--- src/rtl/adder_pkg.sv ---
// Shared types and helpers for the registered CLA adder.
// Word width, flag bundle and the signed-overflow rule used by the top.
package adder_pkg;

  localparam int ADDER_WIDTH = 32;
  localparam int CLA_BITS    = 4;

  typedef logic [ADDER_WIDTH-1:0] word_t;

  typedef struct packed {
    logic carry;
    logic overflow;
  } flags_t;

  // Two's-complement overflow: like-signed operands giving an opposite-signed sum.
  function automatic logic signed_ovf(input logic a_msb, input logic b_msb, input logic s_msb);
    return (a_msb == b_msb) && (s_msb != a_msb);
  endfunction

endpackage

--- src/rtl/adder_if.sv ---
// Operand/result bundle between the adder and its producer/consumer.
// The master drives operands; the slave (the adder) returns the registered result.
interface adder_if #(parameter int WIDTH = adder_pkg::ADDER_WIDTH);

  logic             in_valid;
  logic [WIDTH-1:0] A;
  logic [WIDTH-1:0] B;
  logic [WIDTH-1:0] Q;
  logic             carry_out;
  logic             overflow;
  logic             out_valid;

  modport master (
    output in_valid, A, B,
    input  Q, carry_out, overflow, out_valid
  );

  modport slave (
    input  in_valid, A, B,
    output Q, carry_out, overflow, out_valid
  );

endinterface

--- src/rtl/adder_cla4.sv ---
// 4-bit carry-lookahead group: internal carries computed in parallel,
// with group propagate/generate exported for the word-level chain.
module adder_cla4 (
  input  logic [3:0] a,
  input  logic [3:0] b,
  input  logic       cin,
  output logic [3:0] s,
  output logic       cout,
  output logic       p_grp,
  output logic       g_grp
);

  logic [3:0] p;
  logic [3:0] g;
  logic [3:0] c;

  assign p = a ^ b;
  assign g = a & b;

  assign c[0] = cin;
  assign c[1] = g[0] | (p[0] & cin);
  assign c[2] = g[1] | (p[1] & g[0]) | (p[1] & p[0] & cin);
  assign c[3] = g[2] | (p[2] & g[1]) | (p[2] & p[1] & g[0]) | (p[2] & p[1] & p[0] & cin);

  assign p_grp = &p;
  assign g_grp = g[3] | (p[3] & g[2]) | (p[3] & p[2] & g[1]) | (p[3] & p[2] & p[1] & g[0]);
  assign cout  = g_grp | (p_grp & cin);

  assign s = p ^ c;

endmodule

--- src/rtl/adder.sv ---
// Registered WIDTH-bit adder: CLA groups rippling into each other, then a
// single output register stage with synchronous reset and a valid strobe.
module adder
  import adder_pkg::*;
#(
  parameter int WIDTH = ADDER_WIDTH
) (
  input  logic   clk,
  input  logic   rst,
  adder_if.slave bus
);

  localparam int NG = WIDTH / CLA_BITS;

  logic [NG:0]      c;
  logic [NG-1:0]    cout;
  logic [NG-1:0]    p_grp;
  logic [NG-1:0]    g_grp;
  logic [WIDTH-1:0] sum;
  logic             pg_unused;
  flags_t           flags;

  assign c[0] = 1'b0;

  for (genvar i = 0; i < NG; i++) begin : g_cla
    adder_cla4 u_cla (
      .a     (bus.A[CLA_BITS*i +: CLA_BITS]),
      .b     (bus.B[CLA_BITS*i +: CLA_BITS]),
      .cin   (c[i]),
      .s     (sum[CLA_BITS*i +: CLA_BITS]),
      .cout  (cout[i]),
      .p_grp (p_grp[i]),
      .g_grp (g_grp[i])
    );
    assign c[i+1] = cout[i];
  end

  // Group P/G are only needed if the chain is ever upgraded to a second lookahead level.
  assign pg_unused = ^{p_grp, g_grp};

  assign flags.carry    = c[NG];
  assign flags.overflow = signed_ovf(bus.A[WIDTH-1], bus.B[WIDTH-1], sum[WIDTH-1]);

  always_ff @(posedge clk) begin
    if (rst) begin
      bus.Q         <= '0;
      bus.carry_out <= 1'b0;
      bus.overflow  <= 1'b0;
      bus.out_valid <= 1'b0;
    end else begin
      bus.Q         <= sum;
      bus.carry_out <= flags.carry;
      bus.overflow  <= flags.overflow;
      bus.out_valid <= bus.in_valid;
    end
  end

endmodule

--- src/flat_wrapper.sv ---
// flat-port wrapper written by rule: the top's interface ports become plain ports
module adder_flat import adder_pkg::*;
#(
  parameter int WIDTH = ADDER_WIDTH
)
  (clk, rst, bus_in_valid, bus_A, bus_B, bus_Q, bus_carry_out, bus_overflow, bus_out_valid);
  adder_if #(.WIDTH(WIDTH)) bus_i ();
  input  logic clk;
  input  logic rst;
  input wire logic [$bits(bus_i.in_valid)-1:0] bus_in_valid;
  input wire logic [$bits(bus_i.A)-1:0] bus_A;
  input wire logic [$bits(bus_i.B)-1:0] bus_B;
  output wire logic [$bits(bus_i.Q)-1:0] bus_Q;
  output wire logic [$bits(bus_i.carry_out)-1:0] bus_carry_out;
  output wire logic [$bits(bus_i.overflow)-1:0] bus_overflow;
  output wire logic [$bits(bus_i.out_valid)-1:0] bus_out_valid;
  assign bus_i.in_valid = bus_in_valid;
  assign bus_i.A = bus_A;
  assign bus_i.B = bus_B;
  assign bus_Q = bus_i.Q;
  assign bus_carry_out = bus_i.carry_out;
  assign bus_overflow = bus_i.overflow;
  assign bus_out_valid = bus_i.out_valid;
  adder #(.WIDTH(WIDTH)) u_core (.clk(clk), .rst(rst), .bus(bus_i));
endmodule
--- config.mk ---
export PLATFORM = sky130hd
export DESIGN_NAME = adder_flat
export DESIGN_NICKNAME = d
export VERILOG_FILES = /design/src/rtl/adder_pkg.sv /design/src/rtl/adder_if.sv /design/src/rtl/adder_cla4.sv /design/src/rtl/adder.sv /design/src/flat_wrapper.sv
export SDC_FILE = /design/constraint.sdc
export NUM_CORES = 1
export LEC_CHECK = 0
export BUFFER_PORTS_ARGS = -buffer_cell sky130_fd_sc_hd__buf_2
export CORE_MARGIN = 2
export CORE_UTILIZATION = 25
export CTS_CLUSTER_SIZE = 12
export DETAILED_ROUTE_END_ITERATION = 6
export GPL_ROUTABILITY_DRIVEN = 0
export PLACE_DENSITY = 0.52
export RECOVER_POWER = 100
export SYNTH_ARGS = -nofsm -noshare
export SYNTH_HDL_FRONTEND = slang
export SYNTH_HIERARCHICAL = 1
export SYNTH_SLANG_ARGS = --single-unit
export TNS_END_PERCENT = 30
--- constraint.sdc ---
create_clock -name clk -period 7.6 [get_ports clk]
set_clock_uncertainty 0.2 [all_clocks]
set_input_delay 1.52 -clock clk [delete_from_list [all_inputs] [get_ports clk]]
set_output_delay 1.52 -clock clk [all_outputs]
set_load 0.05 [all_outputs]
[Yosys cells after proc, flatten, opt, wreduce, memory -nomap -nowiden]
Cells that the tools add are included.
Word-level totals
  register bits: 35
  output and inout port bits: 35
  word-level logic and storage cells: 228
Cells by class
  equality and inequality tests: 2
  bitwise operators: 214
  reductions and logical operators: 8
Operator list (count)
  bitwise AND 1 bit: 114
  bitwise OR 1 bit: 76
  bitwise XOR 4 bit: 16
  bitwise AND 4 bit: 8
  AND reduction 4 bit: 7
  == test 1 bit: 1
  logical AND 1 bit: 1
  inequality test 1 bit: 1

[Longest topological paths before layout]
  depth in word-level cells: 22
  gate-level depth with buffers: 27

[Hierarchy]
Netlist, hierarchy kept.
By module, submodules not included
  adder_cla4 at u_core.g_cla[0].u_cla ...: times used 5, cells each 22, area each 193.9 sq um, seq. area each 0.0 sq um
  adder: times used 1, cells each 76, area each 957.2 sq um, seq. area each 700.7 sq um
  adder_cla4 at u_core.g_cla[5].u_cla ...: times used 3, cells each 22, area each 182.7 sq um, seq. area each 0.0 sq um

[Worst setup path after synthesis]
OpenSTA, ideal clock, no wires.
  kind: input port to flip-flop
  from: in bus_A[1]
  to: reg u_core.bus.overflow
  arrival: 5737 ps
  required time: 7334 ps
  slack: 1597 ps
  stages on the path: 27
  path through: ha_1 -> a21oi_2 -> o21ai_2 -> a21o_1 -> a41oi_2 -> o21ai_2 -> a21o_1 -> a41oi_2 -> o21ai_2 -> a21o_1 -> a41oi_2 -> o21ai_2 -> a21o_1 -> a41oi_2 -> o21ai_2 -> a21o_1 -> nand4_1 -> nand3_2 -> a21o_1 -> nand4_1 -> nand3_2 -> a21o_1 -> nand4_1 -> nand3_2 -> xor2_1 -> or3b_1 -> a21oi_2
On the way
  cells in the longest elaborated chain, start to end: 21
  elaborated cells on any way between the ends: 24
  those cells by class: eq/ne (1); bitwise (22); reduce/logical (1)
RTL lines
  start: declaration: line flat_wrapper.sv:11  | input wire logic [$bits(bus_i.A)-1:0] bus_A;
  bitwise AND 4 bit or bitwise XOR 4 bit (tied branches): line adder_cla4.sv:18, adder_cla4.sv:17
  bitwise AND 1 bit: line adder_cla4.sv:26  | assign g_grp = g[3] | (p[3] & g[2]) | (p[3] & p[2] & g[1]) | (p[3] & p[2] & p[1] & g[0]);
  bitwise OR 1 bit or bitwise AND 1 bit (tied branches): line adder_cla4.sv:26
  bitwise OR 1 bit (*): line adder_cla4.sv:26
  named net u_core.c[1]: line adder.sv:15  | logic [NG:0] c;
  bitwise AND 1 bit (*): line adder_cla4.sv:27  | assign cout = g_grp | (p_grp & cin);
  bitwise OR 1 bit (*): line adder_cla4.sv:27
  named net u_core.c[2]: line adder.sv:15
  (+2 left out)
  named net u_core.c[3]: line adder.sv:15
  (+2 left out)
  named net u_core.c[4]: line adder.sv:15
  (+2 left out)
  named net u_core.c[5]: line adder.sv:15
  (+2 left out)
  named net u_core.c[6]: line adder.sv:15
  (+1 left out)
  bitwise OR 1 bit (*): line adder_cla4.sv:27
  named net u_core.c[7]: line adder.sv:15
  bitwise AND 1 bit (*): line adder_cla4.sv:23  | assign c[3] = g[2] | (p[2] & g[1]) | (p[2] & p[1] & g[0]) | (p[2] & p[1] & p[0] & cin);
  bitwise OR 1 bit (*): line adder_cla4.sv:23
  bitwise XOR 4 bit (*): line adder_cla4.sv:29  | assign s = p ^ c;
  named net u_core.sum[31]: line adder.sv:19  | logic [WIDTH-1:0] sum;
  inequality test 1 bit (*): line adder_pkg.sv:17  | return (a_msb == b_msb) && (s_msb != a_msb);
  logical AND 1 bit (*): line adder_pkg.sv:17
  end: declaration: line adder_if.sv:20  | output Q, carry_out, overflow, out_valid
Mark *: on every way through the listed nets, which the timed path passes. The rest lies on a longest branch.
A chain may end at the register's enable or synchronous reset.

[Worst setup path in the final report]
Ends and elaborated chain as after synthesis.

==> results.ini <==
[sta]
grt_setup_unrepaired = false
finalSetupViolations = 0
fin_setup_tns_ns = 0
number_of_hold_violations_in_the_final_report = 0
clock.fmax_mhz = 154
timing.slew.headroom_pct = -7.38
number_of_pins_exceeding_their_max_slew_limit_in_the_final_report = 36
tightest_slew_ns = 1.61
period_minus_slack_ns = 6.51
setup_slack_ns = 1.09
finalCritPeriodShare_pct = 85.7

[floorplan]
initial_utilization_pct = 26.0
dieHeight_um = 99.7
ioPinCount = 102
placeableCoreArea_um2 = 8810
floorplan.die_area_um2 = 9940
horizontal_extent_of_the_die_um = 99.7
row_count = 34

[detailed_routing]
drt-vias-per-instance = 4.12
antenna_left = 0
drt_iter0_markers = 20
topRoutingLayerUsed = met4
drc = 1
route.met2.wl_um = 2270
via_count = 1830
met1_length_um = 2130
wirelength_um = 4740
route.met3.wl_um = 302
avgRoutedWirePerCell_um = 10.7
detailedRoute.firstPassIterationCount = 6

[pwr]
switching_share_pct = 39.6
p_leak_uw = 0.00146
power.net_switching_uw = 235
power.internal_uw = 358
power.sequential.fraction_pct = 36.3
power_per_cell_area_nw_per_um2 = 205
power.share.combinational_pct = 41.3
power.ir.vdd_worst_mv = 0.0584
clockPowerShare_pct = 22.4

[critical_path]
worst-endpoint-arrival_ns = 6.51
endpoint_kind = flop
path_max_fanout = 4
setup.worst_path.class = in -> reg
startpoint_type = input pin
stage_delay_of_the_slowest_cell_on_the_critical_path_ns = 0.39
crit_path_required_time_ns = 7.60
critical_path_buf_inv_count = 1
cp_common_cell = sky130_fd_sc_hd__a21o_1
timing_startpoint_of_the_critical_path = bus_A[1]
crit_slowest_cell = sky130_fd_sc_hd__or3b_1
timing.critical_path.max_delay_family = compound AO/OA/AOI/OAI gates

[clocking]
post-cts-setup-buffer-count = 0
cts_tree = yes
clock-sinks = 35
clk_path_buf_depth = 2
maximum_level_of_the_cts_h_tree = 2
ctsResizeCount = 0
clk_pin_slew_ns = 0.08
clock_tree.root_cell = sky130_fd_sc_hd__clkbuf_8
numCtsBuffers = 5
cts_hold_buf = 0

[flow_run]
max_cap_viol_count = 1

[finish]
n_fill_cell = 962
area_growth_pct = 26.5
final_layout_size_suffix_gt1_share_pct = 25.0
layout.nets = 442
post-route-util_pct = 32.9
antenna_cells_inserted = 0

[outcome]
outcome = finished, violations left
violations = DRC, capacitance limit, slew limit

[global_route]
global_route.overflow_total = 0
first_global_vias = 1809
global_route_wire_length_before_repair_um = 7820
antenna_found_initial = 0
grt_max_degree = 36
grtUsageTotal_pct = 9.80

[min_path]
startpoint_of_the_tightest_hold_check_path = bus_in_valid
hold_path.class = in -> reg

[placed_design]
detailedPlace.worstSlack_ns = 1.18
dp.final_hpwl_um = 3960
port-buffer-count = 101

[yosys]
ys_warn_count = 6
post_synth_inst_count = 228
synth.cell_area_um2 = 2290
synthesized_area_divided_by_synthesized_cell_count_um2 = 10.0

power groups by stage:
| stage | clock network [uW] | logic, uW | registers, uW |
|---|---|---|---|
| after floorplan | 0 | 112 | 307 |
| after global placement | 0 | 259 | 218 |
| after detailed placement | 0 | 261 | 219 |
| after CTS | 141 | 262 | 215 |
| after global routing | 148 | 269 | 218 |
| final | 132 | 245 | 215 |
layer usage:
| metal | vias up | global-route usage [%] |
|---|---|---|
| li1 | 956 | - |
| met1 | 812 | 11.6 |
| met2 | 59 | 17.5 |
| met3 | 3 | 2.67 |
| met4 | 0 | 2.53 |
| met5 | - | 0 |
layout by cell type, fill, tap and decap left out:
| cell type | n |
|---|---|
| sky130_fd_sc_hd__xor2_1 | 8 |
| sky130_fd_sc_hd__clkinv_2 | 1 |
| sky130_fd_sc_hd__inv_1 | 37 |
| sky130_fd_sc_hd__fa_1 | 8 |
| sky130_fd_sc_hd__dfxtp_1 | 35 |
| sky130_fd_sc_hd__a21o_2 | 3 |
| sky130_fd_sc_hd__nor2b_1 | 34 |
| sky130_fd_sc_hd__a41oi_1 | 4 |
| sky130_fd_sc_hd__a41oi_2 | 1 |
| sky130_fd_sc_hd__a21oi_1 | 9 |
| sky130_fd_sc_hd__clkbuf_1 | 38 |
| sky130_fd_sc_hd__or3b_1 | 1 |
| sky130_fd_sc_hd__o21ai_0 | 5 |
| sky130_fd_sc_hd__xnor2_1 | 16 |
| sky130_fd_sc_hd__nand3_1 | 5 |
| sky130_fd_sc_hd__nand4_1 | 3 |
| sky130_fd_sc_hd__ha_1 | 32 |
| sky130_fd_sc_hd__nand3b_1 | 1 |
| sky130_fd_sc_hd__clkbuf_8 | 5 |
| sky130_fd_sc_hd__nand3_2 | 1 |
| sky130_fd_sc_hd__conb_1 | 3 |
| sky130_fd_sc_hd__buf_2 | 65 |
| sky130_fd_sc_hd__a21o_1 | 13 |
| sky130_fd_sc_hd__a21oi_2 | 8 |
stage by stage:
stage	total power, uW	instances	cell area [um^2]	hold slack, ns
2_1_floorplan	418	230	2300	1.39
3_3_place_gp	478	436	2920	1.53
3_5_place_dp	480	436	2920	1.54
4_1_cts	618	444	3000	1.23
5_1_grt	635	444	2900	1.24
6_report	593	444	2900	1.25
sequential cells by signal, summed over array words and instances (netlist names):
signal                cells
u_core/bus.out_valid      1
u_core/bus.Q             32
u_core/bus.overflow       1
u_core/bus.carry_out      1
final timing paths:
kind / end / slack, ns / cells after the start
min: u_core/bus.out_valid / 1.25 / 2
max: u_core/bus.overflow / 1.09 / 28
cell type report:
class | instances | area (um^2) | share of cell area [%]
Tap cell | 108 | 135 | 4.67
Clock buffer | 7 | 76.3 | 2.63
Timing Repair Buffer | 101 | 460 | 15.9
Sequential cell | 35 | 701 | 24.2
Multi-Input combinational cell | 155 | 1380 | 47.6
Clock inverter | 1 | 5.00 | 0.173
Inverter | 37 | 139 | 4.79
No activity file was read; power rests on OpenSTA's default activity.
